[config.mk]
export PLATFORM = sky130hd
export DESIGN_NAME = scrambler_gen
export DESIGN_NICKNAME = d
export VERILOG_FILES = /design/src/rtl/scrambler_gen.sv
export SDC_FILE = /design/constraint.sdc
export NUM_CORES = 1
export LEC_CHECK = 0
export CORE_ASPECT_RATIO = 0.75
export CORE_MARGIN = 5
export CORE_UTILIZATION = 40
export CTS_CLUSTER_DIAMETER = 40
export DETAILED_ROUTE_END_ITERATION = 16
export GPL_TIMING_DRIVEN = 1
export PLACE_DENSITY = 0.66
export SETUP_SLACK_MARGIN = 0.2
export SYNTH_ARGS = -nofsm -noshare
export SYNTH_HDL_FRONTEND = slang
export SYNTH_SLANG_ARGS = --single-unit
[constraint.sdc]
create_clock -name clock -period 2.5 [get_ports clock]
set_clock_uncertainty 0.1 [all_clocks]
set_input_delay 0.5 -clock clock [delete_from_list [all_inputs] [get_ports clock]]
set_output_delay 0.5 -clock clock [all_outputs]
set_load 0.03 [all_outputs]
[src/rtl/scrambler_gen.sv]
`default_nettype none
// ============================================================================
// Module   : scrambler_gen
// Brief    : Word-parallel self-synchronising (de)scrambler, S = D ^ S[n-TAP] ^ S[n-ORDER].
// Revision : 1.0
// ============================================================================
module scrambler_gen #(
  parameter int               WIDTH      = 58,
  parameter int               ORDER      = 58,
  parameter int               TAP        = 39,
  parameter logic [ORDER-1:0] INIT_SEED  = 58'h112abaa1231ba11,
  parameter int               DESCRAMBLE = 0
) (
  input  logic             clock,
  input  logic             reset_n,
  input  logic [WIDTH-1:0] data_in,
  input  logic             in_valid,
  input  logic             enable,
  input  logic             bypass,
  input  logic             reseed,
  output logic [WIDTH-1:0] data_out,
  output logic             out_valid,
  output logic             locked
);

  localparam int               LOCK_WORDS = (ORDER + WIDTH - 1) / WIDTH;
  localparam int               CNT_W      = $clog2(LOCK_WORDS + 1);
  localparam logic [CNT_W-1:0] LOCK_CNT   = CNT_W'(LOCK_WORDS);

  logic [ORDER-1:0] hist_q, hist_d, hist_nxt;
  logic [WIDTH-1:0] dout_q, dout_d, res;
  logic             vld_q, vld_d;
  logic [CNT_W-1:0] cnt_q, cnt_d;
  logic             accept;

  assign accept = enable & in_valid;

  // ext holds history below the current word's stream bits, so both taps are
  // plain indices: S(n-TAP) = ext[ORDER+k-TAP], S(n-ORDER) = ext[k].
  generate
    if (DESCRAMBLE != 0) begin : g_descramble
      always_comb begin
        logic [ORDER+WIDTH-1:0] ext;
        ext = {data_in, hist_q};
        res = '0;
        for (int k = 0; k < WIDTH; k++) begin
          res[k] = data_in[k] ^ ext[ORDER+k-TAP] ^ ext[k];
        end
        hist_nxt = ext[ORDER+WIDTH-1:WIDTH];
      end
    end else begin : g_scramble
      always_comb begin
        logic [ORDER+WIDTH-1:0] ext;
        ext = {{WIDTH{1'b0}}, hist_q};
        res = '0;
        for (int k = 0; k < WIDTH; k++) begin
          res[k]       = data_in[k] ^ ext[ORDER+k-TAP] ^ ext[k];
          ext[ORDER+k] = res[k];
        end
        hist_nxt = ext[ORDER+WIDTH-1:WIDTH];
      end
    end
  endgenerate

  always_comb begin
    dout_d = dout_q;
    vld_d  = vld_q;
    hist_d = hist_q;
    cnt_d  = cnt_q;
    if (enable) begin
      vld_d = in_valid;
      if (accept) begin
        dout_d = bypass ? data_in : res;
        if (!bypass) begin
          hist_d = hist_nxt;
          if (cnt_q != LOCK_CNT) cnt_d = cnt_q + CNT_W'(1);
        end
      end
      // Reseed wins over the word's history update; the word itself still goes out.
      if (reseed) begin
        hist_d = INIT_SEED;
        cnt_d  = '0;
      end
    end
  end

  always_ff @(posedge clock or negedge reset_n) begin
    if (!reset_n) begin
      dout_q <= '0;
      vld_q  <= 1'b0;
      hist_q <= INIT_SEED;
      cnt_q  <= '0;
    end else begin
      dout_q <= dout_d;
      vld_q  <= vld_d;
      hist_q <= hist_d;
      cnt_q  <= cnt_d;
    end
  end

  assign data_out  = dout_q;
  assign out_valid = vld_q;
  assign locked    = (cnt_q == LOCK_CNT);

endmodule
`default_nettype wire

==> run summary <==
Req. time, crit path -> 1900 ps
Fin Setup TNS -> 0 ps
Syn Nets -> 729
vias -> 5040
vias in the first global route -> 5220
status -> finished clean
Setup crit end kind -> output port
DRT Pass-1 Iters -> 5
pwr/cell area -> 868.5 nW/um^2
die height -> 118.8 um
Die ar. -> 18430 sq um
total of max-cap violations -> 0
Total GRT Usage -> 19.00%
n_diodes -> 0
FP Rows -> 39
Max Slew Vio Count -> 0
highest cell delay on the worst timing path -> 770 ps
Post CTS Setup Buffer Count -> 0
Slew HR -> 68.19%
Tcrit/Tclk final -> 85.13%
Layout area overhead -> 34.13%
met1 Use GR -> 27.52%
most frequent cells in the layout -> clkdlybuf4s50_1, o21ai_0, dfrtp_1
Top Ports -> 124
CTS H-tree lvls -> 4
CTS tree -> built
antenna violations before repair -> 0
Fmax -> 0.4699 GHz
Routed WL -> 16.90 mm
crit path DAT -> 1530 ps
Power, Total -> 0.007358 W
RSZ-0062 raised after global routing -> no
Filler cells -> 1326
I/O Buffers -> 123
CTS sink count -> 118
Residual DRC -> 0
Worst-Skew Late Latency -> 420 ps
# nets final -> 842
Final Setup Violations -> 0
Post-DP HPWL -> 11.28 mm
peak supply drop -> 0.0004325 V
kind of cell with the highest combined delay on the critical path -> buffers and inverters
HP Class -> reg -> reg
DR iter-0 viols -> 185
Initial Utilization -> 41.09%
Setup CP Type -> reg -> out
register area share after synthesis -> 47.23%
Global Route met2 Usage -> 27.66%
DR WL/cell -> 16.97 um
CTS Buf Count -> 17
post-route ant nets -> 0
clock transition at the registers of the reported paths -> 50 ps
Overflow after GRT -> 0
crit path max-delay cell type -> clkdlybuf4s50_1
Synth Instances -> 665
P_leak -> 3.530 nW
CTS Root Buffer Type -> clkbuf_16
share of layout cells above drive strength 1 -> 10.75%
Synth Register Bits -> 118
Final Hold Violating Endpoints -> 0
Core ar. -> 15370 sq um
nature of the critical path startpoint -> flip-flop
first-pass GRT wire length -> 27.43 mm
Die W -> 155.1 um
Vias per Instance -> 5.060
Avg Cell Area, Syn -> 9.498 sq um
CP cell instances -> clkdlybuf4s50_1
most common cell after layout, fill and taps aside -> clkdlybuf4s50_1
Ys Warns -> 0
synthesized area -> 6316 sq um
Max clock buf depth -> 2
Worst Tran Pin Value -> 477.1 ps
fin crit period -> 2128 ps
crit path max fanout -> 2
largest net degree at the start of global routing -> 80
CP bufs+invs -> 1
GRT met3 Usage -> 4.967%
post-synth cell types -> 24
GP Congestion -> 0.8477
GRT Max-Usage Layer -> met2
stage by stage:
stage	utilization, %	cells	hold slack [ps]	setup WS [ps]	instance area [sq um]
final	55.12	996	372.6	371.8	8472
after CTS	55.12	996	380.9	346.2	8472
after global routing	55.12	996	397.8	322.5	8472
after detailed placement	51.08	963	369.5	195.5	7851
after global placement	51.08	963	361.0	254.6	7851
after floorplan	-	665	104.4	732.4	6316
state kept, by name, indices dropped and copies added, names as in the netlist:
signal,cells
data_out,58
hist_q,58
out_valid,1
locked,1
path summary, 6_finish.rpt:
path | startpoint | end | slack [ps] | depth (start not counted)
setup reg to reg | hist_q[35] | data_out[55] | 630 | 4
hold / removal | data_out[19] | data_out[19] | 370 | 2
setup / recovery | data_out[35] | data_out[35] | 370 | 1
min in group asynchronous | reset_n | data_out[52] | 480 | 2
hold reg to reg | data_out[19] | data_out[19] | 370 | 2
max in group asynchronous | reset_n | hist_q[49] | 1080 | 3
area by class of cell:
type,instances,area (sq um),area share (%)
Multi-Input combinational cell,492,3146,37.13
Clock buffer,23,488.0,5.760
Clock inverter,9,122.6,1.447
Inverter,12,45.04,0.5317
Tap cell,205,256.5,3.028
Timing Repair Buffer,137,1431,16.90
Sequential cell,118,2983,35.21
routing by layer:
layer	part of all wire, %	vias up
met5	0	-
met4	1.5	0
met3	5.0	22
met2	43	127
met1	51	2434
li1	-	2457
where the power goes:
part	switching [W]	total [W]	internal, W
clock	0.000859	0.00252	0.00166
combinational	0.00123	0.00231	0.00107
sequential	0.000254	0.00253	0.00227
what timing repair did:
| item | CTS | global route |
|---|---|---|
| hold endpoints to repair | 21 | 0 |
| gates resized for setup | 0 | 0 |
| hold buffers | 1 | 0 |
cell families after synthesis:
group,after synthesis,synth area share [%]
and+or+nand+nor,187,12.72
AOI/OAI and AO/OA,176,14.60
xor gates and xnor gates,129,22.09
DFF,118,47.23
buffers and inverters,55,3.368
cell usage after synthesis:
master,instances,area [sq um]
xor2_2,1,16.27
a31oi_1,19,118.9
dfstp_2,24,630.6
nor2_1,78,292.8
inv_1,12,45.04
nor2b_1,1,6.260
a21oi_1,46,230.2
clkbuf_1,38,142.6
o21a_1,1,7.510
nand2b_1,3,18.77
xnor2_1,74,648.1
nand2_1,72,270.3
or3_1,26,162.7
a211o_2,3,30.03
xor2_1,36,315.3
buf_2,5,25.02
nand4bb_1,1,11.26
o21ai_0,107,535.5
and2_1,1,6.260
dfrtp_1,94,2352
nor3_2,1,10.01
xnor3_1,10,225.2
xnor3_2,8,190.2
and3_1,4,25.02
Power figures use the tool's default switching activity.
